<file path="src/rtl/mc_ctrl_pkg.sv">
// Shared definitions for the multicycle control unit: FSM states, ALU op codes,
// condition codes and datapath mux encodings.
package mc_ctrl_pkg;

    typedef enum logic [3:0] {
        S_FETCH    = 4'd0,
        S_DECODE   = 4'd1,
        S_MEMADR   = 4'd2,
        S_MEMREAD  = 4'd3,
        S_MEMWB    = 4'd4,
        S_MEMWRITE = 4'd5,
        S_EXECUTER = 4'd6,
        S_EXECUTEI = 4'd7,
        S_ALUWB    = 4'd8,
        S_BRANCH   = 4'd9
    } state_t;

    localparam logic [2:0] ALU_ADD = 3'd0;
    localparam logic [2:0] ALU_SUB = 3'd1;
    localparam logic [2:0] ALU_AND = 3'd2;
    localparam logic [2:0] ALU_ORR = 3'd3;
    localparam logic [2:0] ALU_EOR = 3'd4;

    localparam logic [3:0] FUNCT_AND = 4'b0000;
    localparam logic [3:0] FUNCT_EOR = 4'b0001;
    localparam logic [3:0] FUNCT_SUB = 4'b0010;
    localparam logic [3:0] FUNCT_ADD = 4'b0100;
    localparam logic [3:0] FUNCT_CMP = 4'b1010;
    localparam logic [3:0] FUNCT_ORR = 4'b1100;

    localparam logic [3:0] COND_EQ = 4'h0;
    localparam logic [3:0] COND_NE = 4'h1;
    localparam logic [3:0] COND_CS = 4'h2;
    localparam logic [3:0] COND_CC = 4'h3;
    localparam logic [3:0] COND_MI = 4'h4;
    localparam logic [3:0] COND_PL = 4'h5;
    localparam logic [3:0] COND_VS = 4'h6;
    localparam logic [3:0] COND_VC = 4'h7;
    localparam logic [3:0] COND_HI = 4'h8;
    localparam logic [3:0] COND_LS = 4'h9;
    localparam logic [3:0] COND_GE = 4'hA;
    localparam logic [3:0] COND_LT = 4'hB;
    localparam logic [3:0] COND_GT = 4'hC;
    localparam logic [3:0] COND_LE = 4'hD;
    localparam logic [3:0] COND_AL = 4'hE;

    localparam logic [1:0] RES_ALUOUT    = 2'b00;
    localparam logic [1:0] RES_DATA      = 2'b01;
    localparam logic [1:0] RES_ALURESULT = 2'b10;

    localparam logic [1:0] SRCA_RD1    = 2'b00;
    localparam logic [1:0] SRCA_PC     = 2'b01;
    localparam logic [1:0] SRCA_ALUOUT = 2'b10;

    localparam logic [1:0] SRCB_RD2  = 2'b00;
    localparam logic [1:0] SRCB_IMM  = 2'b01;
    localparam logic [1:0] SRCB_FOUR = 2'b10;

endpackage

</file>
<file path="src/rtl/cond_logic.sv">
// NZCV flag register with per-half write gating, and CondEx evaluation of the
// instruction's Cond field against the registered flags.
module cond_logic
    import mc_ctrl_pkg::*;
(
    input  logic       CLK,
    input  logic       Reset,
    input  logic [3:0] Cond,
    input  logic [3:0] ALUFlags,
    input  logic [1:0] FlagW,
    input  logic       FlagUpd,
    output logic       CondEx
);

    logic [3:0] flags_q, flags_d;
    logic       upd_q, upd_d;
    logic       held_q, held_d;
    logic       cond_now;
    logic       n, z, c, v;

    assign {n, z, c, v} = flags_q;

    always_comb begin
        cond_now = 1'b0;
        case (Cond)
            COND_EQ: cond_now = z;
            COND_NE: cond_now = ~z;
            COND_CS: cond_now = c;
            COND_CC: cond_now = ~c;
            COND_MI: cond_now = n;
            COND_PL: cond_now = ~n;
            COND_VS: cond_now = v;
            COND_VC: cond_now = ~v;
            COND_HI: cond_now = c & ~z;
            COND_LS: cond_now = ~c | z;
            COND_GE: cond_now = (n == v);
            COND_LT: cond_now = (n != v);
            COND_GT: cond_now = ~z & (n == v);
            COND_LE: cond_now = z | (n != v);
            COND_AL: cond_now = 1'b1;
            default: cond_now = 1'b0;
        endcase
    end

    always_comb begin
        flags_d = flags_q;
        if (FlagUpd && cond_now) begin
            if (FlagW[1]) flags_d[3:2] = ALUFlags[3:2];
            if (FlagW[0]) flags_d[1:0] = ALUFlags[1:0];
        end
        upd_d  = FlagUpd;
        held_d = cond_now;
    end

    // The cycle after a flag update still belongs to the same instruction, so it
    // sees the CondEx computed from the flags as they were before the update.
    assign CondEx = upd_q ? held_q : cond_now;

    always_ff @(posedge CLK or posedge Reset) begin
        if (Reset) begin
            flags_q <= 4'b0000;
            upd_q   <= 1'b0;
            held_q  <= 1'b0;
        end else begin
            flags_q <= flags_d;
            upd_q   <= upd_d;
            held_q  <= held_d;
        end
    end

endmodule

</file>
<file path="src/rtl/mc_controller.sv">
// Multicycle control FSM for the ARM-subset datapath: sequences fetch, decode,
// memory, ALU and branch steps and decodes Funct into ALU control and flag writes.
module mc_controller
    import mc_ctrl_pkg::*;
#(
    parameter int ALU_CTRL_W = 3,
    parameter int HAS_CMP    = 1
) (
    input  logic                  CLK,
    input  logic                  Reset,
    input  logic [31:0]           Instr,
    input  logic [3:0]            ALUFlags,
    output logic                  PCWrite,
    output logic                  IRWrite,
    output logic                  MemWrite,
    output logic                  RegWrite,
    output logic                  AdrSrc,
    output logic [1:0]            ResultSrc,
    output logic [1:0]            ALUSrcA,
    output logic [1:0]            ALUSrcB,
    output logic [1:0]            ImmSrc,
    output logic [1:0]            RegSrc,
    output logic [ALU_CTRL_W-1:0] ALUControl,
    output logic [3:0]            State
);

    state_t     state_q, state_d;
    logic [1:0] op;
    logic       i_bit, s_bit;
    logic [3:0] funct;
    logic [2:0] alu_op, alu_sel;
    logic       no_write;
    logic [1:0] flag_w;
    logic       flag_upd;
    logic       cond_ex;
    logic       pc_w, ir_w, mem_w, reg_w;
    logic       unused_instr;

    assign op           = Instr[27:26];
    assign i_bit        = Instr[25];
    assign funct        = Instr[24:21];
    assign s_bit        = Instr[20];
    assign unused_instr = ^Instr[19:0];

    always_comb begin
        alu_op   = ALU_ADD;
        no_write = 1'b0;
        flag_w   = 2'b00;
        case (funct)
            FUNCT_ADD: begin alu_op = ALU_ADD; flag_w = {s_bit, s_bit}; end
            FUNCT_SUB: begin alu_op = ALU_SUB; flag_w = {s_bit, s_bit}; end
            FUNCT_AND: begin alu_op = ALU_AND; flag_w = {s_bit, 1'b0};  end
            FUNCT_ORR: begin alu_op = ALU_ORR; flag_w = {s_bit, 1'b0};  end
            FUNCT_EOR: begin alu_op = ALU_EOR; flag_w = {s_bit, 1'b0};  end
            FUNCT_CMP: begin
                if ((HAS_CMP != 0) && s_bit) begin
                    alu_op = ALU_SUB;
                    flag_w = 2'b11;
                end
                no_write = 1'b1;
            end
            default: no_write = 1'b1;
        endcase
    end

    cond_logic u_cond (
        .CLK      (CLK),
        .Reset    (Reset),
        .Cond     (Instr[31:28]),
        .ALUFlags (ALUFlags),
        .FlagW    (flag_w),
        .FlagUpd  (flag_upd),
        .CondEx   (cond_ex)
    );

    always_comb begin
        state_d   = state_q;
        pc_w      = 1'b0;
        ir_w      = 1'b0;
        mem_w     = 1'b0;
        reg_w     = 1'b0;
        AdrSrc    = 1'b0;
        ResultSrc = 2'b00;
        ALUSrcA   = 2'b00;
        ALUSrcB   = 2'b00;
        alu_sel   = ALU_ADD;
        flag_upd  = 1'b0;
        case (state_q)
            S_FETCH: begin
                ir_w      = 1'b1;
                pc_w      = 1'b1;
                ALUSrcA   = SRCA_PC;
                ALUSrcB   = SRCB_FOUR;
                ResultSrc = RES_ALURESULT;
                state_d   = S_DECODE;
            end
            S_DECODE: begin
                ALUSrcA   = SRCA_PC;
                ALUSrcB   = SRCB_FOUR;
                ResultSrc = RES_ALURESULT;
                case (op)
                    2'b00:   state_d = i_bit ? S_EXECUTEI : S_EXECUTER;
                    2'b01:   state_d = S_MEMADR;
                    2'b10:   state_d = S_BRANCH;
                    default: state_d = S_FETCH;
                endcase
            end
            S_MEMADR: begin
                ALUSrcA = SRCA_RD1;
                ALUSrcB = SRCB_IMM;
                state_d = s_bit ? S_MEMREAD : S_MEMWRITE;
            end
            S_MEMREAD: begin
                AdrSrc  = 1'b1;
                state_d = S_MEMWB;
            end
            S_MEMWB: begin
                ResultSrc = RES_DATA;
                reg_w     = cond_ex;
                state_d   = S_FETCH;
            end
            S_MEMWRITE: begin
                AdrSrc  = 1'b1;
                mem_w   = cond_ex;
                state_d = S_FETCH;
            end
            S_EXECUTER, S_EXECUTEI: begin
                ALUSrcA  = SRCA_RD1;
                ALUSrcB  = (state_q == S_EXECUTEI) ? SRCB_IMM : SRCB_RD2;
                alu_sel  = alu_op;
                flag_upd = 1'b1;
                state_d  = S_ALUWB;
            end
            S_ALUWB: begin
                ResultSrc = RES_ALUOUT;
                reg_w     = cond_ex & ~no_write;
                state_d   = S_FETCH;
            end
            S_BRANCH: begin
                ALUSrcA   = SRCA_ALUOUT;
                ALUSrcB   = SRCB_IMM;
                ResultSrc = RES_ALURESULT;
                pc_w      = cond_ex;
                state_d   = S_FETCH;
            end
            default: state_d = S_FETCH;
        endcase
    end

    always_ff @(posedge CLK or posedge Reset) begin
        if (Reset) state_q <= S_FETCH;
        else       state_q <= state_d;
    end

    // Enables are gated directly by Reset so they drop between clock edges.
    assign PCWrite    = pc_w  & ~Reset;
    assign IRWrite    = ir_w  & ~Reset;
    assign MemWrite   = mem_w & ~Reset;
    assign RegWrite   = reg_w & ~Reset;
    assign ImmSrc     = op;
    assign RegSrc     = {(op == 2'b01) & ~s_bit, op == 2'b10};
    assign ALUControl = ALU_CTRL_W'(alu_sel);
    assign State      = state_q;

endmodule
</file>
<file path="config.mk">
export PLATFORM = sky130hd
export DESIGN_NAME = mc_controller
export DESIGN_NICKNAME = d
export VERILOG_FILES = /design/src/rtl/mc_ctrl_pkg.sv /design/src/rtl/cond_logic.sv /design/src/rtl/mc_controller.sv
export SDC_FILE = /design/constraint.sdc
export NUM_CORES = 1
export LEC_CHECK = 0
export CAP_MARGIN = 25
export CORE_MARGIN = 5
export CORE_UTILIZATION = 32
export DETAILED_ROUTE_END_ITERATION = 6
export MAX_ROUTING_LAYER = met4
export PLACE_DENSITY_LB_ADDON = 0.12
export SYNTH_ARGS = -nofsm -noshare
export SYNTH_HDL_FRONTEND = slang
export SYNTH_SLANG_ARGS = --single-unit
</file>
<file path="constraint.sdc">
create_clock -name CLK -period 1.75 [get_ports CLK]
set_input_delay 0.2625 -clock CLK [delete_from_list [all_inputs] [get_ports CLK]]
set_output_delay 0.2625 -clock CLK [all_outputs]
set_load 0.005 [all_outputs]
</file>
# Word-level counts from Yosys, hierarchy flattened

Index checks and enable logic that the tools add are counted.

Bits in registers: 10
Input bits: 38
Word-level logic and storage cells: 89
Output and inout port bits: 22

Equal/unequal tests: 32
Muxes and demuxes: 21
Bitwise operators: 16
Reductions and logical operators: 15

Operators with widths:

| kind                                          | number |
|---|---|
| == test 4 bit, second input constant          | 11 |
| == test 4 x 3 -> 1 bit, second input constant | 9 |
| == test 4 x 2 -> 1 bit, second input constant | 5 |
| case mux 4 bit (5 select lines)               | 1 |
| case mux 1 bit (15 select lines)              | 1 |
| case mux 3 bit (5 select lines)               | 1 |
| == test 4 x 1 -> 1 bit, second input constant | 3 |
| logical NOT 4 bit                             | 3 |
| case mux 2 bit (3 select lines)               | 2 |
| case mux 4 bit (3 select lines)               | 1 |
| OR reduction 2 bit                            | 5 |
| bitwise AND 1 bit                             | 8 |
| 2-to-1 mux 1 bit                              | 8 |
| case mux 2 bit (2 select lines)               | 2 |
| 2-to-1 mux 3 bit                              | 2 |
| inverter 1 bit                                | 6 |
| OR reduction 3 bit                            | 2 |
| OR reduction 5 bit                            | 1 |
| case mux 1 bit (2 select lines)               | 2 |
| AND reduction 2 bit                           | 2 |
| == test 2 x 1 -> 1 bit, second input constant | 1 |
| == test 2 bit, second input constant          | 1 |
| logical NOT 2 bit                             | 1 |
| 2-to-1 mux 2 bit                              | 1 |
| 4 further kinds                               | 5 |

# Depth between registers and ports, before layout

Gate-level depths: netlist (run 1).

Word-level depth: 7
Depth in mapped cells: 7
Depth with buffers taken out: 6

# Modules after synthesis

From an unflattened synthesis (run 1), not the netlist that was laid out.

Cell total of the unflattened synthesis: 111
Area, all modules: 949.7 µm²

Modules (own cells, without submodules):

| module        | seq. area each (µm²) | area each (µm²) | cells an instance | times used |
|---|---|---|---|---|
| mc_controller | 100.1                | 525.5           | 68                | 1 |
| cond_logic    | 150.1                | 424.2           | 43                | 1 |

# Least setup slack after synthesis (run 1)

No wires, ideal clock.

Path type: reg-to-reg
From: reg u_cond.flags_q[3]
To: reg u_cond.flags_q[2]
Stages on the path, launching flop included: 7
Setup time: 125 ps
Period minus slack after synthesis: 1753 ps
Arrival time: 1628 ps
Required time: 1625 ps
Buffers on the path: 0
Setup slack: -3 ps
Path through: dfrtp_1 -> xnor2_1 -> mux2i_1 -> o211ai_1 -> a211o_1 -> and3_4 -> mux2_4

Word-level cells in the longest chain between the ends: 5
Elaborated cells on any way between the ends: 8
Those cells by class: eq/ne: 2; mux: 1; bitwise: 3; reduce/logical: 2

Ends and longest elaborated chain:

| element                                               | RTL line                           | text |
|---|---|---|
| from (decl)                                           | cond_logic.sv:15                   | `logic [3:0] flags_q, flags_d;` |
| from (signal assigned)                                | cond_logic.sv:65                   | `flags_q <= flags_d;` |
| != test 1 bit or == test 1 bit (tied branches)        | n/a                                |  |
| bitwise OR 1 bit or bitwise AND 1 bit (tied branches) | cond_logic.sv:39, cond_logic.sv:38 |  |
| case mux 1 bit (15 select lines) *                    | cond_logic.sv:25                   | `case (Cond)` |
| named net u_cond.cond_now                             | cond_logic.sv:18                   | `logic cond_now;` |
| logical AND 1 bit *                                   | cond_logic.sv:47                   | `if (FlagUpd && cond_now) begin` |
| AND reduction 2 bit (no source line) *                | n/a                                |  |

The timed path passes the listed nets; every way through them passes the cells marked *.
A chain may end at the register's enable or synchronous reset.

# Worst setup path in the final report (run 1)

From: in Instr[28]
To: out PCWrite

Word-level cells in the longest chain between the ends: 5
Elaborated cells on any way between the ends: 19
Those cells by class: eq/ne: 14; mux: 3; bitwise: 1; reduce/logical: 1

Ends and longest elaborated chain:

| element                               | RTL line             | text |
|---|---|---|
| from (decl)                           | mc_controller.sv:11  | `input logic [31:0] Instr,` |
| == test 4 bit (tied with other cells) | cond_logic.sv:25     |  |
| case mux 1 bit (15 select lines) *    | cond_logic.sv:25     |  |
| named net u_cond.cond_now             | cond_logic.sv:18     |  |
| 2-to-1 mux 1 bit *                    | cond_logic.sv:57     | `assign CondEx = upd_q ? held_q : cond_now;` |
| case mux 1 bit (2 select lines) *     | mc_controller.sv:88  | `case (state_q)` |
| bitwise AND 1 bit *                   | mc_controller.sv:156 | `assign PCWrite = pc_w & ~Reset;` |
| to (decl)                             | mc_controller.sv:13  | `output logic PCWrite,` |

Marked as above.

==> results of run 1 <==
## worst max-delay path by stage
stage                                   from                            end  slack, ns  cells past startpoint
2_1_floorplan  u_cond.flags_q[3]$_DFFE_PP0P_  u_cond.flags_q[2]$_DFFE_PP0P_     -0.003                      6
3_3_place_gp                       Instr[28]                       MemWrite      -0.91                      8
3_5_place_dp                       Instr[28]                       MemWrite      -1.07                      8
4_1_cts        u_cond.flags_q[3]$_DFFE_PP0P_                        PCWrite      -0.47                      8
5_1_grt                            Instr[28]                        PCWrite      -0.58                      9
6_report                           Instr[28]                        PCWrite      -0.44                      9
## synthesized netlist by cell type
master / instances / area share
sky130_fd_sc_hd__o22ai_1: 1 / 0.0071
sky130_fd_sc_hd__buf_4: 3 / 0.026
sky130_fd_sc_hd__o211ai_1: 1 / 0.0085
sky130_fd_sc_hd__o21ai_0: 6 / 0.034
sky130_fd_sc_hd__o32ai_1: 1 / 0.010
sky130_fd_sc_hd__or3_1: 1 / 0.0071
sky130_fd_sc_hd__buf_2: 1 / 0.0057
sky130_fd_sc_hd__dfrtp_1: 10 / 0.28
sky130_fd_sc_hd__nand3_1: 2 / 0.011
sky130_fd_sc_hd__a22oi_1: 1 / 0.0085
sky130_fd_sc_hd__or2_1: 1 / 0.0071
sky130_fd_sc_hd__nor2b_1: 5 / 0.036
sky130_fd_sc_hd__a2111oi_0: 1 / 0.010
sky130_fd_sc_hd__xor2_1: 3 / 0.030
sky130_fd_sc_hd__mux2_4: 4 / 0.068
sky130_fd_sc_hd__or4_1: 1 / 0.0085
sky130_fd_sc_hd__o21bai_1: 1 / 0.0085
sky130_fd_sc_hd__o31ai_1: 1 / 0.0085
sky130_fd_sc_hd__nand4b_1: 1 / 0.010
sky130_fd_sc_hd__xnor2_1: 3 / 0.030
sky130_fd_sc_hd__a31oi_1: 2 / 0.014
sky130_fd_sc_hd__and3_1: 2 / 0.014
sky130_fd_sc_hd__or2_2: 1 / 0.0071
sky130_fd_sc_hd__nor2_1: 9 / 0.038
sky130_fd_sc_hd__a21oi_1: 6 / 0.034
sky130_fd_sc_hd__clkbuf_2: 1 / 0.0057
sky130_fd_sc_hd__nor3b_1: 4 / 0.034
sky130_fd_sc_hd__clkbuf_1: 5 / 0.021
sky130_fd_sc_hd__nand2b_1: 4 / 0.028
sky130_fd_sc_hd__mux2i_1: 1 / 0.011
sky130_fd_sc_hd__a21boi_1: 1 / 0.0085
sky130_fd_sc_hd__a211o_1: 1 / 0.010
sky130_fd_sc_hd__nand2_1: 7 / 0.030
sky130_fd_sc_hd__inv_1: 6 / 0.026
sky130_fd_sc_hd__nand3b_1: 2 / 0.017
sky130_fd_sc_hd__nor4_1: 3 / 0.021
sky130_fd_sc_hd__and3_4: 2 / 0.026
sky130_fd_sc_hd__nor3_1: 6 / 0.034
## timing repair
item	in CTS	in global routing
pin swaps	11	7
endpoints found under the hold margin	0	0
setup endpoints to repair	20	17
setup buffers	6	5
gates resized for setup	58	31
## sequential cells by signal (all words and copies together) (netlist names)
register	flops
u_cond.held_q	1
u_cond.upd_q	1
State	4
u_cond.flags_q	4
## stage by stage
step	total power, mW	cell area, um^2	hold WS [ns]
floorplan	0.828	880	0.103
CTS	1.66	1660	0.370
global placement	1.48	1570	0.631
global route	1.92	1740	0.431
finish	1.77	1740	0.375
detailed placement	1.49	1570	0.639
## logic make-up (layout without fill, tap and decap cells)
family	count (synthesis)	count (layout)	synth area share
flops	10	10	0.284
mux	5	5	0.0797
buf+inv	16	98	0.0839
simple gates	51	51	0.330
xor+xnor	6	6	0.0598
compound gates	23	23	0.162
## layout make-up
cell class / count / area, um^2 / share of cell area
timing repair buffer: 89 / 721 / 0.413
multi-input combinational: 85 / 687 / 0.394
sequential: 10 / 251 / 0.144
tap: 31 / 38.8 / 0.0223
clock buffer: 3 / 22.5 / 0.0129
inverter: 6 / 22.5 / 0.0129
## report_power, final
part | switching (mW) | leakage (nW) | internal, mW
logic | 0.510 | 0.732 | 0.741
clock network | 0.0631 | 0.0138 | 0.0785
registers | 0.0769 | 0.131 | 0.302
total | 0.650 | 0.876 | 1.12
## layer usage
metal / share of wire / vias up
li1: - / 553
met1: 0.41 / 503
met2: 0.52 / 33
met3: 0.044 / 8
met4: 0.026 / 0
met5: 0 / -
==> results.py, run 1 <==
metrics = {
    "status": {
        "violations": "negative setup slack",
        "status": "complete, but fails checks",
    },
    "critical_path": {
        "worstSetupStartpointType": "primary input",
        "critical-path-top-delay-family": "buffers and inverters",
        "timing.critical_path.buf_inv": 3,
        "cp_slowest_stage_delay_ns": 0.43,
        "crit_required_ns": 1.49,
        "criticalPathCategory": "in -> out",
        "critical_path.reg2reg.startpoint": "u_cond.flags_q[3]$_DFFE_PP0P_",
        "timing.critical_path.fanout_max": 9,
        "worst_r2r_endpoint": "u_cond.flags_q[2]$_DFFE_PP0P_",
        "critical_path.endpoint_type": "output port",
        "r2r_cells": 8,
        "critical_path.slowest_cell": "sky130_fd_sc_hd__dlygate4sd2_1",
        "timing.critical_path.cells": "dlygate4sd2_1 > xor2_1 > and3_1 > o32ai_2 > a211o_1 > nor2_4 > buf_6 > o21bai_1 > buf_2",
        "arrival_ns": 1.93,
        "regToRegSetupSlack_ns": -0.20,
    },
    "drt": {
        "vias": 1097,
        "postRouteAntennaNets": 0,
        "drt-pass1-iter-count": 6,
        "vias_cell": 4.90,
        "drt-total-wl_mm": 2.89,
        "wire_per_inst_um": 12.9,
        "drt_first_iter_violations": 66,
        "drcViolationCount": 0,
    },
    "layout": {
        "n_fill_cell": 235,
        "most-common-layout-cells": "sky130_fd_sc_hd__buf_4, sky130_fd_sc_hd__clkdlybuf4s50_1, sky130_fd_sc_hd__dfrtp_1",
        "synthToLayoutAreaGrowth_pct": 98.2,
        "post-route-util": 0.649,
        "post_layout_nonfiller_instances": 224,
        "nets": 233,
        "final_common_cell": "sky130_fd_sc_hd__buf_4",
        "post_route_cells_drive_above_1_share": 0.477,
        "number_of_diodes": 0,
    },
    "clocking": {
        "clk_pin_slew_ns": 0.06,
        "clockRootBuffer": "sky130_fd_sc_hd__clkbuf_4",
        "ctsHoldBuffers": 0,
        "cts_buffers": 3,
        "clock_latency_reported_for_the_late_side_of_the_worst_skew_pair_ns": 0.25,
        "maximum_root_to_sink_buffer_count": 2,
        "clock_sink_count": 10,
        "tritoncts_clock_tree": "yes",
        "h-tree-depth": 1,
    },
    "synthesis": {
        "synth.net_count": 149,
        "synth_warnings": 0,
        "average_cell_area_after_synthesis_um2": 7.92,
        "netlist_area_um2": 880,
        "synth_cells": 111,
        "synth-seq-area-share": 0.284,
        "synth_seq_cells": 10,
        "synthDistinctLibCells": 38,
    },
    "timing": {
        "post-route-worst-setup-slack_ns": -0.442,
        "rsz0062_at_grt": "yes",
        "timing.final.max_slew_violations": 0,
        "final_period_minus_worst_setup_slack_ns": 2.19,
        "final.setup_skew_ns": 0.00328,
        "slew-limit-headroom": 0.744,
        "setup_total_negative_slack_ns": -2.42,
        "achievable-frequency_ghz": 0.456,
        "setup_viol": 8,
        "period_share": 1.25,
        "finalHoldViolations": 0,
        "max_slew.worst_pin.slew_ns": 0.384,
    },
    "global_route": {
        "number_of_antenna_violations_at_the_first_check_in_global_routing": 0,
        "grt_util_met3": 0.0342,
        "use_met2": 0.267,
        "first_global_vias": 1158,
        "globalRoute.totalOverflow": 0,
        "globalRoute.busiestLayer": "met2",
        "grt_start_max_net_pins": 11,
        "gr_usage_total": 0.149,
        "wire_length_of_the_first_global_routing_pass_mm": 4.79,
        "globalRouteMet1Util": 0.157,
    },
    "floorplan": {
        "die_h_um": 62.4,
        "dieArea_um2": 3900,
        "core_area_um2": 2690,
        "pin_count": 60,
        "placement_row_count": 19,
        "initial_standard_cell_utilization_of_the_core": 0.327,
        "die_x_um": 62.4,
    },
    "placement": {
        "dpl_worst_slack_ns": -1.07,
        "io_buffers": 39,
        "routabilityCongestion": 0.828,
        "dpl.hpwl_mm": 2.07,
        "placedCellCount": 212,
    },
    "pwr": {
        "vdd.ir_drop.worst_v": 0.000741,
        "leakagePower_nw": 0.876,
        "power_density_nw_per_um2": 1020,
    },
    "run": {
        "timing.max_cap.violations": 0,
    },
    "hold_path": {
        "min-delay-path-class": "in -> async",
    },
}
No activity file was read; power rests on OpenSTA's default activity.
==> run 2: changes to the inputs <==
CAP_MARGIN = 40   (was 25)
CORE_ASPECT_RATIO = 1.5   (was not set)
PLACE_DENSITY = 0.77   (was not set)
PLACE_DENSITY_LB_ADDON = not set   (was 0.12)
==> results.py, run 2 (synthesis results as in run 1) <==
metrics = {
    "critical_path": {
        "timing.critical_path.cells": "xnor2_2 > mux2i_1 > o211ai_1 > a211o_1 > nor2_2 > buf_4 > o21bai_1 > buf_2",
        "critical_path.slowest_cell": "sky130_fd_sc_hd__dfrtp_2",
        "timing.critical_path.buf_inv": 2,
        "timing.critical_path.fanout_max": 3,
        "crit_required_ns": 1.49,
        "cp_slowest_stage_delay_ns": 0.44,
        "critical_path.endpoint_type": "output port",
        "critical-path-top-delay-family": "compound AO/OA/AOI/OAI gates",
        "criticalPathCategory": "reg -> out",
        "worstSetupStartpointType": "flop",
        "arrival_ns": 1.90,
    },
    "layout": {
        "final_common_cell": "sky130_fd_sc_hd__buf_4",
        "post_route_cells_drive_above_1_share": 0.465,
        "synthToLayoutAreaGrowth_pct": 95.2,
        "nets": 224,
        "most-common-layout-cells": "sky130_fd_sc_hd__buf_4, sky130_fd_sc_hd__clkdlybuf4s50_1, sky130_fd_sc_hd__dfrtp_1",
        "number_of_diodes": 0,
        "postLayoutCellArea_um2": 1720,
    },
    "global_route": {
        "gr_usage_total": 0.156,
        "first_global_vias": 1052,
        "globalRouteMet1Util": 0.163,
        "globalRoute.totalOverflow": 0,
        "grt_util_met3": 0.0200,
        "globalRoute.busiestLayer": "met2",
        "grt_start_max_net_pins": 12,
        "wire_length_of_the_first_global_routing_pass_mm": 4.49,
        "number_of_antenna_violations_at_the_first_check_in_global_routing": 0,
        "use_met2": 0.275,
    },
    "placement": {
        "io_buffers": 39,
        "dpl.hpwl_mm": 2.16,
        "placed_cell_area_um2": 1510,
        "routabilityCongestion": 0.794,
    },
    "floorplan": {
        "core_area_um2": 2650,
        "die_x_um": 52.8,
        "pin_count": 60,
        "initial_standard_cell_utilization_of_the_core": 0.332,
        "placement_row_count": 23,
        "die_h_um": 74.2,
        "dieArea_um2": 3920,
    },
    "drt": {
        "postRouteAntennaNets": 0,
        "drt-pass1-iter-count": 4,
        "drt_first_iter_violations": 31,
        "wire_per_inst_um": 13.4,
        "vias": 1054,
        "drcViolationCount": 0,
        "drt-total-wl_mm": 2.97,
        "vias_cell": 4.75,
    },
    "clocking": {
        "clockRootBuffer": "sky130_fd_sc_hd__clkbuf_8",
        "clock_sink_count": 10,
        "clock_latency_reported_for_the_late_side_of_the_worst_skew_pair_ns": 0.23,
        "h-tree-depth": 1,
        "cts_buffers": 3,
        "clk_pin_slew_ns": 0.05,
        "tritoncts_clock_tree": "yes",
        "maximum_root_to_sink_buffer_count": 2,
        "ctsHoldBuffers": 0,
    },
    "timing": {
        "timing.final.max_slew_violations": 0,
        "final_period_minus_worst_setup_slack_ns": 2.17,
        "post-route-worst-setup-slack_ns": -0.415,
        "fin_worst_hold_slack_ns": 0.492,
        "slew-limit-headroom": 0.757,
        "achievable-frequency_ghz": 0.462,
        "max_slew.worst_pin.slew_ns": 0.364,
        "period_share": 1.24,
        "setup_total_negative_slack_ns": -2.36,
        "finalHoldViolations": 0,
        "setup_viol": 9,
        "final.setup_skew_ns": 0.00246,
        "rsz0062_at_grt": "yes",
    },
    "run": {
        "timing.max_cap.violations": 0,
    },
    "pwr": {
        "power_density_nw_per_um2": 1090,
        "overall_power_consumption_mw": 1.88,
        "leakagePower_nw": 0.841,
        "vdd.ir_drop.worst_v": 0.000546,
    },
    "status": {
        "status": "complete, but fails checks",
        "violations": "negative setup slack",
    },
    "hold_path": {
        "min-delay-path-class": "in -> async",
    },
}
-- run 2: cell types whose count changed in the layout (fill, tap and decap cells not counted), moves of 2 or more --
cell,change
sky130_fd_sc_hd__clkbuf_4,-3
sky130_fd_sc_hd__nor2b_2,+2
sky130_fd_sc_hd__dlymetal6s2s_1,+2
sky130_fd_sc_hd__buf_4,-5
sky130_fd_sc_hd__clkbuf_2,-2
sky130_fd_sc_hd__dlygate4sd2_1,-2
sky130_fd_sc_hd__clkdlybuf4s50_1,+2
sky130_fd_sc_hd__clkbuf_8,+4
sky130_fd_sc_hd__nor2b_4,-2
sky130_fd_sc_hd__buf_6,-4
-- run 2: worst paths after layout --
path | startpoint | end | slack [ns] | depth (start not counted)
min reg2reg | State[0]$_DFF_PP0_ | State[0]$_DFF_PP0_ | 0.67 | 2
min | Reset | u_cond.flags_q[2]$_DFFE_PP0P_ | 0.49 | 3
min in group CLK | ALUFlags[0] | u_cond.flags_q[0]$_DFFE_PP0P_ | 0.65 | 2
max in group asynchronous | Reset | u_cond.flags_q[0]$_DFFE_PP0P_ | 0.97 | 3
max reg2reg | u_cond.flags_q[0]$_DFFE_PP0P_ | u_cond.flags_q[1]$_DFFE_PP0P_ | -0.23 | 7
max | u_cond.flags_q[0]$_DFFE_PP0P_ | PCWrite | -0.42 | 8
-- run 2: routing by layer --
metal / vias to the layer above / wire (um)
li1: 538 / -
met1: 485 / 1020
met2: 25 / 1730
met3: 6 / 133
met4: 0 / 82
met5: - / 0
-- run 2: worst min-delay path, delay by kind of cell --
family   cells  cell delay, ns
buf+inv      3            0.87
-- run 2: power breakdown --
group          leakage, nW  switching [mW]  internal (mW)
registers            0.129          0.0721          0.303
logic                0.683           0.504          0.721
clock network       0.0288          0.0823          0.197
total                0.841           0.658           1.22
-- run 2: area by class of cell --
cell class,instances,area (um^2)
Fill cell,205,931
Multi-Input combinational cell,85,684
Timing Repair Buffer,80,656
Sequential cell,10,253
Clock buffer,4,55.1
Tap cell,37,46.3
Inverter,6,22.5
-- run 2: what timing repair did --
item,4_1_cts,5_1_grt
resized for setup,50,29
setup endpoints to repair,19,16
buffers inserted,5,5
pin swaps,9,7
-- run 2: stage by stage --
step                setup slack [ns]  instances   util
floorplan                   -0.00294        111      -
global placement              -0.910        209  0.569
detailed placement            -0.987        209  0.569
CTS                           -0.454        217  0.605
global route                  -0.505        222  0.648
finish                        -0.415        222  0.648
